### src/rtl/sad_load_ctrl.sv
// SAD subsystem sequencer: streams host words into SRAM A/B port-B, starts the core, returns its result.
// Optional watchdog on the WAIT state is built when SAD_TIMEOUT_EN is defined.
module sad_load_ctrl #(
  parameter int WORDS   = 64,
  parameter int TIMEOUT = 1023
) (
  input  logic        Clk,
  input  logic        Rst_n,
  input  logic [31:0] In_Data,
  input  logic        In_Valid,
  output logic        In_Ready,
  output logic [31:0] Res_Data,
  output logic        Res_Err,
  output logic        Res_Valid,
  input  logic        Res_Ready,
  output logic [31:0] MA_di31,
  output logic [31:0] MB_di31,
  output logic [5:0]  MA_Addr6,
  output logic [5:0]  MB_Addr6,
  output logic        MA_enb,
  output logic        MB_enb,
  output logic        MA_web,
  output logic        MB_web,
  output logic        Rst_M,
  output logic        Rst_Core,
  output logic        Go_t,
  input  logic        Done_t,
  input  logic [31:0] SAD_Out_t,
  output logic        Busy
);

  localparam int DATA_W = 32;
  localparam logic [5:0] LAST = 6'(WORDS - 1);

  if (WORDS < 1 || WORDS > 64 || TIMEOUT < 1 || TIMEOUT > 65535) begin : g_bad_param
    $error("sad_load_ctrl: WORDS must be 1..64 and TIMEOUT 1..65535");
  end

  typedef enum logic [2:0] {
    INIT,
    LOAD_A,
    LOAD_B,
    GO,
    WAIT,
    RESULT
  } state_t;

  state_t              state, state_d;
  logic [5:0]          cnt, cnt_d;
  logic                init_done, init_done_d;
  logic                hs;

  logic                wr_a_vld_p1, wr_a_vld_d;
  logic                wr_b_vld_p1, wr_b_vld_d;
  logic [5:0]          ma_addr_p1, ma_addr_d;
  logic [5:0]          mb_addr_p1, mb_addr_d;
  logic [DATA_W-1:0]   ma_di_p1, ma_di_d;
  logic [DATA_W-1:0]   mb_di_p1, mb_di_d;

  logic                go_q, go_d;
  logic                rst_m_q, rst_m_d;
  logic                rst_core_q, rst_core_d;
  logic                res_valid_q, res_valid_d;
  logic [DATA_W-1:0]   res_data_q, res_data_d;
`ifdef SAD_TIMEOUT_EN
  logic                res_err_q, res_err_d;
  logic [15:0]         wd_q, wd_d;
`endif

  assign In_Ready = (state == LOAD_A) || (state == LOAD_B);
  assign hs       = In_Valid && In_Ready;
  assign Busy     = !((state == LOAD_A) && (cnt == 6'd0));

  always_comb begin
    state_d     = state;
    cnt_d       = cnt;
    init_done_d = init_done;
    wr_a_vld_d  = 1'b0;
    wr_b_vld_d  = 1'b0;
    ma_addr_d   = ma_addr_p1;
    mb_addr_d   = mb_addr_p1;
    ma_di_d     = ma_di_p1;
    mb_di_d     = mb_di_p1;
    go_d        = 1'b0;
    rst_m_d     = 1'b0;
    rst_core_d  = 1'b0;
    res_valid_d = res_valid_q;
    res_data_d  = res_data_q;
`ifdef SAD_TIMEOUT_EN
    res_err_d   = res_err_q;
    wd_d        = wd_q;
`endif

    case (state)
      INIT: begin
        // Sub-block resets span the reset-release cycle plus one more.
        if (init_done) begin
          state_d = LOAD_A;
          cnt_d   = 6'd0;
        end else begin
          init_done_d = 1'b1;
          rst_m_d     = 1'b1;
          rst_core_d  = 1'b1;
        end
      end

      LOAD_A, LOAD_B: begin
        if (hs) begin
          if (state == LOAD_A) begin
            wr_a_vld_d = 1'b1;
            ma_addr_d  = cnt;
            ma_di_d    = In_Data;
          end else begin
            wr_b_vld_d = 1'b1;
            mb_addr_d  = cnt;
            mb_di_d    = In_Data;
          end
          if (cnt == LAST) begin
            cnt_d   = 6'd0;
            state_d = (state == LOAD_A) ? LOAD_B : GO;
          end else begin
            cnt_d = cnt + 6'd1;
          end
        end
      end

      GO: begin
        go_d    = 1'b1;
        state_d = WAIT;
`ifdef SAD_TIMEOUT_EN
        wd_d    = 16'd0;
`endif
      end

      WAIT: begin
        // A completion in the same cycle as watchdog expiry takes precedence.
        if (Done_t) begin
          res_data_d  = SAD_Out_t;
          res_valid_d = 1'b1;
          state_d     = RESULT;
`ifdef SAD_TIMEOUT_EN
          res_err_d   = 1'b0;
`endif
        end
`ifdef SAD_TIMEOUT_EN
        else if (wd_q == 16'(TIMEOUT - 1)) begin
          res_data_d  = 32'hFFFF_FFFF;
          res_err_d   = 1'b1;
          res_valid_d = 1'b1;
          rst_core_d  = 1'b1;
          state_d     = RESULT;
        end else begin
          wd_d = wd_q + 16'd1;
        end
`endif
      end

      RESULT: begin
        if (Res_Ready) begin
          res_valid_d = 1'b0;
          state_d     = LOAD_A;
        end
      end

      default: state_d = INIT;
    endcase
  end

  // stage p0 -> p1: state, load handshake to SRAM write, result capture
  always_ff @(posedge Clk or negedge Rst_n) begin
    if (!Rst_n) begin
      state       <= INIT;
      cnt         <= 6'd0;
      init_done   <= 1'b0;
      wr_a_vld_p1 <= 1'b0;
      wr_b_vld_p1 <= 1'b0;
      ma_addr_p1  <= 6'd0;
      mb_addr_p1  <= 6'd0;
      ma_di_p1    <= '0;
      mb_di_p1    <= '0;
      go_q        <= 1'b0;
      rst_m_q     <= 1'b1;
      rst_core_q  <= 1'b1;
      res_valid_q <= 1'b0;
      res_data_q  <= '0;
`ifdef SAD_TIMEOUT_EN
      res_err_q   <= 1'b0;
      wd_q        <= 16'd0;
`endif
    end else begin
      state       <= state_d;
      cnt         <= cnt_d;
      init_done   <= init_done_d;
      wr_a_vld_p1 <= wr_a_vld_d;
      wr_b_vld_p1 <= wr_b_vld_d;
      ma_addr_p1  <= ma_addr_d;
      mb_addr_p1  <= mb_addr_d;
      ma_di_p1    <= ma_di_d;
      mb_di_p1    <= mb_di_d;
      go_q        <= go_d;
      rst_m_q     <= rst_m_d;
      rst_core_q  <= rst_core_d;
      res_valid_q <= res_valid_d;
      res_data_q  <= res_data_d;
`ifdef SAD_TIMEOUT_EN
      res_err_q   <= res_err_d;
      wd_q        <= wd_d;
`endif
    end
  end

  assign MA_enb    = wr_a_vld_p1;
  assign MA_web    = wr_a_vld_p1;
  assign MB_enb    = wr_b_vld_p1;
  assign MB_web    = wr_b_vld_p1;
  assign MA_Addr6  = ma_addr_p1;
  assign MB_Addr6  = mb_addr_p1;
  assign MA_di31   = ma_di_p1;
  assign MB_di31   = mb_di_p1;
  assign Go_t      = go_q;
  assign Rst_M     = rst_m_q;
  assign Rst_Core  = rst_core_q;
  assign Res_Valid = res_valid_q;
  assign Res_Data  = res_data_q;
`ifdef SAD_TIMEOUT_EN
  assign Res_Err   = res_err_q;
`else
  assign Res_Err   = 1'b0;
`endif

endmodule

### config.mk
export PLATFORM = sky130hd
export DESIGN_NAME = sad_load_ctrl
export DESIGN_NICKNAME = d
export VERILOG_FILES = /design/src/rtl/sad_load_ctrl.sv
export SDC_FILE = /design/constraint.sdc
export NUM_CORES = 1
export LEC_CHECK = 0
export ABC_AREA = 1
export BUFFER_PORTS_ARGS = -buffer_cell sky130_fd_sc_hd__buf_2
export CAP_MARGIN = 20
export CORE_AREA = 2 2 115 117
export DETAILED_ROUTE_END_ITERATION = 10
export DIE_AREA = 0 0 117 119
export HOLD_SLACK_MARGIN = 0.06
export MAX_ROUTING_LAYER = met4
export PLACE_DENSITY = 0.68
export SLEW_MARGIN = 20
export SYNTH_ARGS = -nofsm -noshare
export SYNTH_HDL_FRONTEND = slang
export SYNTH_SLANG_ARGS = --single-unit
### constraint.sdc
create_clock -name Clk -period 1.72 [get_ports Clk]
set_input_delay 0.344 -clock Clk [delete_from_list [all_inputs] [get_ports Clk]]
set_output_delay 0.344 -clock Clk [all_outputs]
set_load 0.01 [all_outputs]
### After elaboration in Yosys (flattened, before gate mapping)

Cells that the tools add are included.

| word-level totals | value |
|---|---|
| register bits | 123 |
| word-level logic and storage cells | 64 |
| RAM bits | 0 |
| memories | 0 |
| latch bits | 0 |
| memory bits (read-only) | 0 |
| output and inout port bits | 119 |

| cells by class | value |
|---|---|
| bitwise operators | 1 |
| $add $sub $neg | 1 |
| magnitude comparators | 0 |
| divide/modulo/power cells | 0 |
| shifts and indexed selects | 0 |
| multiply operators | 0 |
| muxes and demuxes | 23 |
| reductions and logical operators | 15 |
| equality and inequality tests | 11 |

Operator list:

| kind | count |
|---|---|
| 6-bit two-way mux | 3 |
| 3-bit two-way mux | 5 |
| 3-bit one-hot mux with 5 select lines | 1 |
| 1-bit two-way mux | 12 |
| 6-bit one-hot mux with 2 select lines | 1 |
| 3-bit AND reduction | 4 |
| 2-bit != test, second input constant | 5 |
| 6-bit by 1-bit adder with 6-bit output, second input constant | 1 |
| 3-bit by 2-bit == test with 1-bit output, second input constant | 2 |
| 3-bit == test, second input constant | 2 |
| 6-bit == test, second input constant | 1 |
| 6-bit zero test | 1 |
| 5-bit AND reduction | 1 |
| 2-bit nonzero test | 2 |
| 3-bit by 1-bit == test with 1-bit output, second input constant | 1 |
| 3-bit zero test | 1 |
| 1-bit logical AND | 2 |
| 1-bit one-hot mux with 2 select lines | 1 |
| 2-bit AND reduction | 1 |
| 2-bit OR reduction | 1 |
| 1-bit zero test | 1 |
| 1-bit logical OR | 1 |
| 1-bit inverter | 1 |

### Logic depth before layout (Yosys ltp)

| depth | value |
|---|---|
| depth after elaboration | 5 |
| gate-level depth with buffers | 8 |
| mapped depth without buffers | 8 |

### Least setup slack after synthesis

OpenSTA, ideal clock, no wires.

| timing path | value |
|---|---|
| kind | reg2reg |
| start | reg state[0] |
| end | reg res_data_q[10], in the netlist Res_Data[10] |
| buffers on the path | 2 |
| cell stages (with the launch flop) | 6 |
| period minus slack after synthesis | 1381 ps |
| arrival time | 1256 ps |
| path slack | 339 ps |
| cells stage by stage | dfrtp_1 buf_6 nor2_4 nand3_4 buf_6 mux2_4 |

| between the ends | value |
|---|---|
| word-level cells in the longest chain between the ends | 2 |

RTL lines:

| what | line | source |
|---|---|---|
| start: declaration | 48 | `state_t state, state_d;` |
| start signal: assignment | 191 | `state <= state_d;` |
| 3-bit == test | 94 | `case (state)` |
| 2-bit AND reduction (no line) | n/a |  |
| end signal: assignment | 204 | `res_data_q <= res_data_d;` |
| end: declaration | 64 | `logic [DATA_W-1:0] res_data_q, res_data_d;` |

Every way passes these cells.
A chain may end at the register's enable or synchronous reset.

### Final worst setup path

| timing path | value |
|---|---|
| start | reg state[1] |
| end | out Busy |

| between the ends | value |
|---|---|
| word-level cells in the longest chain between the ends | 3 |

RTL lines:

| what | line | source |
|---|---|---|
| 3-bit by 1-bit == test with 1-bit output | 72 | `assign Busy = !((state == LOAD_A) && (cnt == 6'd0));` |
| 1-bit logical AND | 72 |  |
| 1-bit zero test | 72 |  |
| end: declaration | 29 | `output logic Busy` |

Every way passes these cells.

==> results.tsv <==
metric	value	unit
drc	0	
cts_buffers	17	
synth-compound-area-share	0.08935	
start_util	0.3850	
fp.dieH	119	µm
holdPathStages	2	
layout_common_cells	184 x buf_2, 119 x dfrtp_1, 100 x nand2_1	
routed_via_density	4.588	
drive_gt1_frac	0.4330	
synth_fa_ha_area_frac	0.005048	
period_share	0.9822	
route.detailed.wl_per_inst	13.85	µm
synth-simple-area-share	0.1159	
worst_ep_arrival_time	1350	ps
synth_top_family_by_area	simple AND/OR/NAND/NOR gates	
cts_num_sinks	123	
power_density	1888	mW/mm²
register_area	0.003083	mm²
htreeDepth	4	
syn_area	0.004957	mm²
worstSetupStartpointType	register	
synthCells	459	
num_rows	42	
end_kind	primary output	
num_vias	3923	
clk_latency	400	ps
grt_pass1_wl	19.08	mm
ys_ff_latch	123	
dieWidth	117	µm
gp_congestion	0.8975	
r2r_cells	6	
tns	0	ps
worstSetupPathType	reg -> out	
max_freq	591.9	MHz
diodes	0	
drtAntennaViolNets	0	
critical-path-top-delay-family	flip-flops	
drtPass1Iterations	5	
fp.dieArea	0.01392	mm²
grt_pass1_vias	3937	
leakagePower	3.818	nW
yosys.cell_types.count	21	
wl	11.84	mm
path_cells	inv_2, nand2_2, nor2_4, nand4_1, buf_2	
final_util	0.5325	
multi_input_area	0.001538	mm²
clock_path_buffers	2	
hp-class	in -> reg	
dp.cells	806	
cts_tree	done	
io_pins	188	
max_cap_viol_count	0	
grt_max_degree	78	
grt_usage	0.1794	
fill_cells	1164	
crit_required	1380	ps
drtIter0Drc	263	
final_common_cell	buf_2	
crit_path_max_fanout	4	
syn_nets	530	
yosysWarnings	0	
slowest_stage	dfrtp_2	
fin_nets	737	
ir_worst_vdd	0.6650	mV
cts.reportedPaths.clkPinSlew	60	ps
slew_violations	0	
area_delta_synth_final	38.29	%
path_buf_inv	2	
synth_mux_area_frac	0.09465	
overflow	0	
setup_viol	0	
seq_area_frac_synth	0.6212	
grt_setup_unrepaired	yes	
worstSetupPathDepth	5	
final.min_clock_period	1689	ps
clock_skew	8.620	ps
cp_slowest_stage_delay	440	ps
root_buffer	clkbuf_16	
instances_no_fill	855	
hold_viol	0	
core	0.01287	mm²
status	completed	
dp_hpwl	8.385	mm
synthXorXnorAreaFrac	0	
syn_area_per_cell	10.80	µm²
io_buffers	186	
antenna_found_initial	0	
worst_hold_slack	169.1	ps
layer usage:
metal	track usage	up-vias	wire (µm)
met4	0.06838	0	242
met1	0.2166	1886	5032
met2	0.2934	129	6032
met5	-	-	0
met3	0.03919	20	537
li1	-	1888	-
through the flow:
step           cell area (µm²)  power [mW]  worst slack (ps)
4_1_cts                   6802       12.95             5.194
5_1_grt                   6855       13.80            -42.34
6_report                  6855       12.94             30.57
2_1_floorplan             4957       7.290             338.8
3_3_place_gp              6097       8.969             213.6
3_5_place_dp              6097       9.137             183.2
registers in the layout (all words and copies together) (netlist names):
signal	count
MA_enb	1
Res_Valid	1
cnt	6
init_done	1
Res_Data	32
MA_Addr6	6
MB_Addr6	6
state	3
Go_t	1
MB_enb	1
Rst_Core	1
MB_di31	32
MA_di31	32
synthesized netlist by cell type:
| library cell | instances | share of area |
|---|---|---|
| a31oi_1 | 1 | 0.0013 |
| buf_2 | 5 | 0.0050 |
| buf_4 | 5 | 0.0076 |
| buf_6 | 7 | 0.016 |
| clkbuf_1 | 8 | 0.0061 |
| conb_1 | 1 | 0.00076 |
| dfrtp_1 | 122 | 0.62 |
| dfstp_2 | 1 | 0.0053 |
| ha_1 | 2 | 0.0050 |
| inv_1 | 51 | 0.039 |
| mux2_2 | 3 | 0.0068 |
| mux2_4 | 29 | 0.088 |
| nand2_1 | 103 | 0.078 |
| nand3_1 | 11 | 0.011 |
| nand3_4 | 1 | 0.0035 |
| nand4_1 | 6 | 0.0076 |
| nor2_1 | 13 | 0.0098 |
| nor2_2 | 1 | 0.0013 |
| nor2_4 | 2 | 0.0045 |
| o21ai_0 | 86 | 0.087 |
| o22ai_1 | 1 | 0.0013 |
final cells by class:
class                      count  share of cell area
multi-input combinational    260              0.2243
clock inverter                12             0.01989
clock buffer                  20             0.06808
tap                          176             0.03212
inverter                      51             0.02792
sequential                   123              0.4497
timing repair buffer         213              0.1780
timing repair:
action,in CTS,in global routing
resized for setup,10,4
buffers inserted,10,6
hold endpoints to repair,27,0
pin swaps,4,6
gates cloned,0,0
endpoints found under the setup margin,2,5
hold buffers,1,0
worst paths after layout:
check / slack [ps] / start / endpoint
worst min-delay path: 170 / SAD_Out_t[13] / Res_Data[13]$_DFFE_PN0P_
min in group asynchronous: 430 / Rst_n / MA_di31[7]$_DFFE_PN0P_
worst max-delay path: 30 / state[1]$_DFFE_PN0P_ / Busy
worst max register to register: 90 / state[1]$_DFFE_PN0P_ / Res_Data[20]$_DFFE_PN0P_
worst min register to register: 470 / init_done$_DFFE_PN0N_ / init_done$_DFFE_PN0N_
max in group asynchronous: 700 / Rst_n / Rst_Core$_DFF_PN1_
power by group:
| group | internal [mW] | switching [mW] |
|---|---|---|
| registers | 4.12 | 0.703 |
| logic | 2.15 | 2.40 |
| clock network | 2.26 | 1.31 |
| total | 8.53 | 4.41 |
cell families after synthesis:
family,after synthesis
adders and majority gates,2
and+or+nand+nor,137
AOI/OAI and AO/OA,88
buffers and inverters,76
other,1
muxes,32
DFF,123
No activity file was read; power rests on OpenSTA's default activity.
